## src/rtl/cpu_pkg.sv

```systemverilog
// ============================================================================
// Module : cpu_pkg
// Brief  : Shared CPU datapath constants: register op encodings and width.
// Rev    : 1.0  initial release
// ============================================================================
`default_nettype none

package cpu_pkg;

  localparam int DATA_WIDTH = 18;

  localparam logic [2:0] OP_HOLD = 3'b000;
  localparam logic [2:0] OP_LOAD = 3'b001;
  localparam logic [2:0] OP_INC  = 3'b010;
  localparam logic [2:0] OP_DEC  = 3'b011;
  localparam logic [2:0] OP_SHL  = 3'b100;
  localparam logic [2:0] OP_SHR  = 3'b101;
  localparam logic [2:0] OP_ASR  = 3'b110;
  localparam logic [2:0] OP_CLR  = 3'b111;

endpackage : cpu_pkg

`default_nettype wire

```

## src/rtl/d_flip_flop.sv

```systemverilog
// ============================================================================
// Module : d_flip_flop
// Brief  : Single-bit D flip-flop with synchronous active-high reset.
// Rev    : 1.0  initial release
// ============================================================================
`default_nettype none

module d_flip_flop #(
  parameter logic RESET_VALUE = 1'b0
) (
  input  logic clk,
  input  logic reset,
  input  logic d,
  output logic q
);

  always_ff @(posedge clk) begin
    if (reset) begin
      q <= RESET_VALUE;
    end else begin
      q <= d;
    end
  end

endmodule : d_flip_flop

`default_nettype wire

```

## src/rtl/univ_reg.sv

```systemverilog
// ============================================================================
// Module : univ_reg
// Brief  : N-bit universal register (load/inc/dec/shift/clear) with carry
//          and zero flags, stored in per-bit d_flip_flop instances.
// Rev    : 1.0  initial release
// ============================================================================
`default_nettype none

module univ_reg
  import cpu_pkg::*;
#(
  parameter int         N           = DATA_WIDTH,
  parameter logic [N-1:0] RESET_VALUE = {N{1'b0}}
) (
  input  logic         clk,
  input  logic         reset,
  input  logic         enable,
  input  logic [2:0]   op,
  input  logic [N-1:0] data_in,
  input  logic         serial_in,
  output logic [N-1:0] data_out,
  output logic         carry_out,
  output logic         zero
);

  localparam logic [N:0]   c_one_wide = {{N{1'b0}}, 1'b1};
  localparam logic [N-1:0] c_one      = {{(N-1){1'b0}}, 1'b1};

  logic [N-1:0] r_q;
  logic         r_carry;
  logic [N-1:0] w_d_next;
  logic         w_carry_next;
  logic [N:0]   w_sum;

  assign w_sum = {1'b0, r_q} + c_one_wide;

  // Disabled or HOLD feeds the flops their own value; reset lives in the flops.
  always_comb begin
    w_d_next     = r_q;
    w_carry_next = r_carry;
    if (enable) begin
      case (op)
        OP_LOAD: begin
          w_d_next     = data_in;
          w_carry_next = 1'b0;
        end
        OP_INC: begin
          w_d_next     = w_sum[N-1:0];
          w_carry_next = w_sum[N];
        end
        OP_DEC: begin
          w_d_next     = r_q - c_one;
          w_carry_next = (r_q == {N{1'b0}});
        end
        OP_SHL: begin
          w_d_next     = {r_q[N-2:0], serial_in};
          w_carry_next = r_q[N-1];
        end
        OP_SHR: begin
          w_d_next     = {serial_in, r_q[N-1:1]};
          w_carry_next = r_q[0];
        end
        OP_ASR: begin
          w_d_next     = {r_q[N-1], r_q[N-1:1]};
          w_carry_next = r_q[0];
        end
        OP_CLR: begin
          w_d_next     = {N{1'b0}};
          w_carry_next = 1'b0;
        end
        default: begin
          w_d_next     = r_q;
          w_carry_next = r_carry;
        end
      endcase
    end
  end

  for (genvar i = 0; i < N; i++) begin : g_bit
    d_flip_flop #(
      .RESET_VALUE (RESET_VALUE[i])
    ) u_ff (
      .clk   (clk),
      .reset (reset),
      .d     (w_d_next[i]),
      .q     (r_q[i])
    );
  end

  d_flip_flop #(
    .RESET_VALUE (1'b0)
  ) u_carry_ff (
    .clk   (clk),
    .reset (reset),
    .d     (w_carry_next),
    .q     (r_carry)
  );

  assign data_out  = r_q;
  assign carry_out = r_carry;
  assign zero      = (r_q == {N{1'b0}});

endmodule : univ_reg

`default_nettype wire
```

## config.mk

```make
export PLATFORM = sky130hd
export DESIGN_NAME = univ_reg
export DESIGN_NICKNAME = d
export VERILOG_FILES = /design/src/rtl/cpu_pkg.sv /design/src/rtl/d_flip_flop.sv /design/src/rtl/univ_reg.sv
export SDC_FILE = /design/constraint.sdc
export NUM_CORES = 1
export LEC_CHECK = 0
export BUFFER_PORTS_ARGS = -buffer_cell sky130_fd_sc_hd__buf_4
export CORE_MARGIN = 10
export CORE_UTILIZATION = 53
export CTS_BUF_LIST = sky130_fd_sc_hd__clkbuf_8
export DETAILED_ROUTE_END_ITERATION = 6
export GPL_TIMING_DRIVEN = 0
export PLACE_DENSITY = 0.78
export SLEW_MARGIN = 20
export SYNTH_ARGS = -nofsm -noshare
export SYNTH_HDL_FRONTEND = slang
export SYNTH_SLANG_ARGS = --single-unit
```

## constraint.sdc

```tcl
create_clock -name clk -period 2.25 [get_ports clk]
set_input_delay 0.5625 -clock clk [delete_from_list [all_inputs] [get_ports clk]]
set_output_delay 0.5625 -clock clk [all_outputs]
set_load 0.05 [all_outputs]
```

==> impl_metrics.json, run 1 <==
{
  "status": "finished with violations",
  "violations": "setup timing",
  "antenna_left": 0,
  "path_buf_inv": 1,
  "use_met1_pct": 29.1,
  "drtPass1Iterations": 5,
  "fill_cells": 393,
  "cp-startpoint": "g_bit[15].u_ff.q$_SDFFE_PP0P_",
  "syn_avg_cell_area_um2": 7.16,
  "insertion_delay_ns": 0.27,
  "hold_buffers": 0,
  "peakVddDrop_mv": 0.273,
  "period_minus_slack_ns": 2.50,
  "wl_per_cell_um": 20.1,
  "cts-htree-levels": 1,
  "dpl.cell_count": 398,
  "async_flop_share_pct": 0,
  "hold_violations": 0,
  "areaGrowthSynthToFinish_pct": 24.2,
  "drt-total-wl_um": 8180,
  "period_share_pct": 111,
  "grt_most_used_layer": "met2",
  "num_io_pins": 45,
  "yosys_warnings": 0,
  "clk_pin_slew_worst_paths_ns": 0.09,
  "synth_cell_type_count": 65,
  "multi_input_area_mm2": 0.00155,
  "fin_ws_ns": -0.249,
  "fp.dieArea_mm2": 0.00709,
  "cts_buffer_depth": 2,
  "p_per_area_mw_per_mm2": 486,
  "holdWs_ns": 0.498,
  "synth_cells": 305,
  "numCtsBuffers": 3,
  "die_w_um": 84.2,
  "critical-path-top-delay-family": "simple AND/OR/NAND/NOR gates",
  "cpMaxStageDelayCell": "or4_4",
  "coreArea_mm2": 0.00400,
  "synth-edff-count": 0,
  "reg2reg_slack_ns": 0.14,
  "synth_ff_type": "dfxtp_1",
  "track_usage_pct": 21.9,
  "die_y_um": 84.2,
  "ys_seq_area_share_pct": 17.4,
  "antenna_found_initial": 0,
  "final_nets": 385,
  "start_kind": "register",
  "slew_headroom_pct": 48.5,
  "worstSetupPathType": "reg2out",
  "dp_hpwl_um": 5730,
  "fmax_mhz": 400,
  "synth_seq_cells": 19,
  "dr_total_vias": 2693,
  "crit_path_end": "zero",
  "grt-ovfl-total": 0,
  "layout.cells.non_filler": 406,
  "avgViaCountPerCell": 6.63,
  "antennaDiodeCount": 0,
  "row_count": 23,
  "grt_pass1_wl_um": 13200,
  "cap_violations": 0,
  "drive_above_1_share_pct": 29.5,
  "seqCellArea_um2": 388,
  "worstPathCellList": "or4_4 -> nor2_4 -> nand4_1 -> nor3b_4 -> buf_6",
  "grtUsageMet3_pct": 3.86,
  "ctsRootBufferMaster": "clkbuf_8",
  "synth_fp_nets": 333,
  "rr_worst_depth": 7,
  "r2r_start": "g_bit[1].u_ff.q$_SDFFE_PP0P_",
  "setup_viol": 1,
  "skew_ns": 0.00260,
  "tightestPinTransition_ns": 0.770,
  "cp.required_ns": 1.69,
  "path_depth": 5,
  "met2_usage_pct": 34.9,
  "start_util_pct": 54.6,
  "synth_area_mm2": 0.00218,
  "worst_ep_arrival_time_ns": 1.94,
  "drcViolationCount": 0,
  "worstPathMaxFanout": 3,
  "drt_iter0_drc": 332,
  "grt_pass1_vias": 2539,
  "hold_path_class": "reg2reg",
  "slowest_delay_ns": 0.57,
  "numPortBuffers": 43,
  "slew_viol_final": 0,
  "rsz0062_at_grt": "yes",
  "place_congestion": 0.955,
  "cts_tree": "yes",
  "cp-end-kind": "output port",
  "clock-sinks": 19,
  "grt_start_max_net_pins": 12,
  "power_leakage_uw": 0.00111,
  "r2r-end": "g_bit[13].u_ff.q$_SDFFE_PP0P_"
}
[cells in the final DEF, fill, tap and decap left out, drive strengths merged, types with 3 or more instances in the layout]
| cell type | netlist | layout |
|---|---|---|
| ha | 3 | 3 |
| xnor2 | 6 | 6 |
| o21ai | 18 | 18 |
| buf | 31 | 78 |
| nor4 | 8 | 8 |
| a31oi | 6 | 6 |
| clkbuf | 16 | 19 |
| nand3 | 10 | 10 |
| xor2 | 8 | 8 |
| mux2i | 6 | 6 |
| a211oi | 4 | 4 |
| a22o | 4 | 4 |
| or3 | 6 | 6 |
| nand2 | 18 | 18 |
| inv | 8 | 8 |
| a22oi | 4 | 4 |
| nor3 | 12 | 12 |
| nand4 | 9 | 9 |
| a41oi | 3 | 3 |
| nor2b | 4 | 4 |
| a221oi | 5 | 5 |
| a2bb2oi | 4 | 4 |
| a21oi | 27 | 27 |
| dfxtp | 19 | 19 |
| nor2 | 26 | 26 |
| and3 | 4 | 4 |
| o32ai | 4 | 4 |
[kinds of logic after synthesis]
family	share of synthesized area (%)
AND/OR/NAND/NOR	28.0
AO/OA/AOI/OAI	30.3
buffers and inverters	13.7
flip-flops	17.4
XOR/XNOR	5.61
multiplexers	3.26
adder cells (fa/ha/maj)	1.72
[per-layer routing]
| metal | vias up | part of all wire, % |
|---|---|---|
| met5 | - | 0 |
| met4 | 0 | 1.9 |
| met3 | 23 | 10 |
| met2 | 178 | 46 |
| met1 | 1264 | 42 |
| li1 | 1228 | - |
[registers in the layout, indices dropped and copies added (netlist names)]
register,cells
u_carry_ff.q,1
g_bit.u_ff.q,18
[timing repair]
item | CTS | global route
setup buffers | 3 | 2
pin swaps | 2 | 1
endpoints found under the setup margin | 8 | 14
gates resized for setup | 10 | 8
gates cloned | 0 | 0
[worst register-to-register path, delay by kind of cell (launching register included)]
kind | cells | cell delay [ns]
AND/OR/NAND/NOR | 3 | 0.88
AO/OA/AOI/OAI | 3 | 0.57
flip-flops | 1 | 0.33
buffers and inverters | 1 | 0.19
[through the flow]
step           util [%]  setup TNS [ns]  cell area (um2)  setup slack (ns)  power, uW
2_1_floorplan         -               0             2200            0.0155        842
3_3_place_gp       64.5           -4.21             2580            -0.316       1010
3_5_place_dp       64.5           -4.42             2580            -0.358       1010
4_1_cts            67.1          -0.224             2680            -0.224       1290
5_1_grt            67.8          -0.271             2710            -0.271       1370
6_report           67.8          -0.249             2710            -0.249       1320
[synthesized netlist by cell type, types with 4 or more instances]
library cell  number  area (um2)
clkbuf_1          16        60.1
buf_2             11        55.1
a21oi_1           26         130
buf_4             18         135
nor4_1             6        37.5
o21ai_0           16        80.1
nand4_1            9        56.3
a211oi_1           4        30.0
and3_1             4        25.0
a22oi_1            4        30.0
or3_1              6        37.5
nor2_1            26        97.6
nor2b_1            4        25.0
a31oi_1            6        37.5
dfxtp_1           19         380
nand2_1           18        67.6
xnor2_1            6        52.6
nor3_1            11        55.1
a221oi_1           5        43.8
o32ai_1            4        35.0
xor2_1             8        70.1
inv_1              8        30.0
a2bb2oi_1          4        35.0
mux2i_1            6        60.1
nand3_1            9        45.0
[where the power goes]
group | leakage, uW | total [uW] | switching, uW | internal (uW)
clock | 0.0000255 | 272 | 148 | 124
sequential | 0.000157 | 387 | 29.3 | 358
combinational | 0.000928 | 659 | 397 | 262
total | 0.00111 | 1320 | 574 | 744
[worst min path at each step]
stage	start	end	slack, ns	cells past startpoint
4_1_cts	u_carry_ff.q$_SDFFE_PP0P_	u_carry_ff.q$_SDFFE_PP0P_	0.50	2
5_1_grt	u_carry_ff.q$_SDFFE_PP0P_	u_carry_ff.q$_SDFFE_PP0P_	0.52	2
6_report	u_carry_ff.q$_SDFFE_PP0P_	u_carry_ff.q$_SDFFE_PP0P_	0.50	2
3_5_place_dp	u_carry_ff.q$_SDFFE_PP0P_	u_carry_ff.q$_SDFFE_PP0P_	0.48	2
3_3_place_gp	u_carry_ff.q$_SDFFE_PP0P_	u_carry_ff.q$_SDFFE_PP0P_	0.48	2
2_1_floorplan	g_bit[10].u_ff.q$_SDFFE_PP0P_	g_bit[10].u_ff.q$_SDFFE_PP0P_	0.55	2
[cell type report]
cell class,instances,area share [%]
timing repair buffer,48,13.4
clock inverter,1,0.184
clock buffer,3,1.52
inverter,9,1.24
multi-input combinational,230,57.0
sequential,19,14.3
tap,50,2.31
buffer,46,10.0
Power figures use the tool's default switching activity.
==> run 2: changes to the inputs <==
--- a/config.mk
+++ b/config.mk
@@ -9,6 +9,7 @@
 export CORE_MARGIN = 10
 export CORE_UTILIZATION = 53
 export CTS_BUF_LIST = sky130_fd_sc_hd__clkbuf_8
+export CTS_CLUSTER_SIZE = 24
 export DETAILED_ROUTE_END_ITERATION = 6
 export GPL_TIMING_DRIVEN = 0
 export PLACE_DENSITY = 0.78
==> constraint.sdc (replaced) <==
create_clock -name clk -period 2.93 [get_ports clk]
set_input_delay 0.7325 -clock clk [delete_from_list [all_inputs] [get_ports clk]]
set_output_delay 0.7325 -clock clk [all_outputs]
set_load 0.05 [all_outputs]
==> impl_metrics.json, run 2 (synthesis results as in run 1) <==
{
  "grt-ovfl-total": 0,
  "largest_reg_flops": 18,
  "r2r_start": "g_bit[0].u_ff.q$_SDFFE_PP0P_",
  "drtPass1Iterations": 5,
  "drcViolationCount": 0,
  "die_y_um": 84.2,
  "dp_hpwl_um": 5520,
  "status": "finished clean",
  "rsz0062_at_grt": "no",
  "die_w_um": 84.2,
  "skew_ns": 0.00601,
  "reg.largest.list": "g_bit.u_ff.q x18, u_carry_ff.q x1",
  "place_congestion": 0.966,
  "cap_violations": 0,
  "worstSetupPathType": "reg2out",
  "worstPathCellList": "buf_2 -> nor3_1 -> nand4_1 -> nor3b_2 -> buf_4",
  "peakVddDrop_mv": 0.191,
  "insertion_delay_ns": 0.26,
  "hold_path_class": "reg2reg",
  "start_util_pct": 54.6,
  "fp.dieArea_mm2": 0.00709,
  "hold_buffers": 0,
  "antenna_found_initial": 0,
  "start_kind": "register",
  "antenna_left": 0,
  "placed_cell_area_mm2": 0.00257,
  "cts_tree": "yes",
  "drive_above_1_share_pct": 25.6,
  "drt_iter0_drc": 335,
  "clk_pin_slew_worst_paths_ns": 0.08,
  "tightestPinTransition_ns": 0.833,
  "period_share_pct": 94.5,
  "grt_pass1_vias": 2439,
  "numPortBuffers": 43,
  "worstPathMaxFanout": 9,
  "cts_buffer_depth": 2,
  "numCtsBuffers": 3,
  "num_io_pins": 45,
  "min-delay-start": "u_carry_ff.q$_SDFFE_PP0P_",
  "p_per_area_mw_per_mm2": 368,
  "cp-startpoint": "g_bit[9].u_ff.q$_SDFFE_PP0P_",
  "fmax_mhz": 361,
  "wl_per_cell_um": 18.9,
  "power_leakage_uw": 0.00107,
  "areaGrowthSynthToFinish_pct": 19.9,
  "coreArea_mm2": 0.00400,
  "track_usage_pct": 20.2,
  "final_nets": 381,
  "cp-end-kind": "output port",
  "grt_start_max_net_pins": 11,
  "slowest_delay_ns": 0.56,
  "grt_pass1_wl_um": 12200,
  "cpMaxStageDelayCell": "nor3_1",
  "top_register": "g_bit.u_ff.q",
  "tns_ns": 0,
  "drt-total-wl_um": 7610,
  "ctsRootBufferMaster": "clkbuf_8",
  "setup_viol": 0,
  "final_cell_mix": "61 x buf_4, 26 x nor2_1, 26 x a21oi_1",
  "ctsResizeCount": 0,
  "dr_total_vias": 2601,
  "slew_headroom_pct": 44.4,
  "slew_viol_final": 0,
  "cp.required_ns": 2.20,
  "antennaDiodeCount": 0,
  "row_count": 23,
  "period_minus_slack_ns": 2.77,
  "avgViaCountPerCell": 6.47,
  "hold_violations": 0,
  "mostFrequentLayoutCell": "buf_4",
  "worst_ep_arrival_time_ns": 2.04,
  "post-cts-setup-buffers": 0,
  "final_area_mm2": 0.00262,
  "cts-htree-levels": 1,
  "clock-sinks": 19
}
## run 2: path summary, 6_finish.rpt
kind,cells past startpoint,slack [ns],to
setup reg to reg,7,0.75,g_bit[16].u_ff.q$_SDFFE_PP0P_
setup / recovery,5,0.16,zero
hold reg to reg,2,0.49,u_carry_ff.q$_SDFFE_PP0P_
hold / removal,2,0.49,u_carry_ff.q$_SDFFE_PP0P_
## run 2: critical path: cells and delay by family, from the launching register on
kind / cells / cell delay [ns]
simple gates: 3 / 1.07
flops: 1 / 0.31
buf+inv: 2 / 0.39
## run 2: through the flow
stage               hold slack (ns)  cells  worst slack [ns]  util, %  total power [uW]
CTS                           0.498    402             0.199     65.5               959
global route                  0.533    402            0.0145     65.5              1020
detailed placement            0.488    398             0.144     64.4               769
finish                        0.493    402             0.160     65.5               964
floorplan                     0.546    305             0.379        -               643
global placement              0.484    398             0.168     64.4               767
## run 2: metal layers
layer | share of wire [%] | wire length (um) | GRT usage (%) | up-vias
li1 | - | - | - | 1226
met1 | 41 | 3100 | 25.2 | 1159
met2 | 46 | 3480 | 33.1 | 201
met3 | 12 | 911 | 5.60 | 15
met4 | 1.6 | 121 | 5.63 | 0
met5 | 0 | 0 | 0 | -
## run 2: power breakdown
group          total, uW  internal (uW)  leakage (uW)  switching [uW]
sequential           299            275      0.000156            23.8
combinational        474            186      0.000892             288
clock                191           93.4     0.0000269            97.7
total                964            555       0.00107             409
## run 2: layout make-up
cell class / instances / area [um2]
multi-input combinational: 230 / 1510
timing repair buffer: 43 / 323
inverter: 9 / 33.8
sequential: 19 / 380
clock inverter: 1 / 3.75
tap: 50 / 62.6
clock buffer: 3 / 41.3
fill: 363 / 1380
buffer: 47 / 265
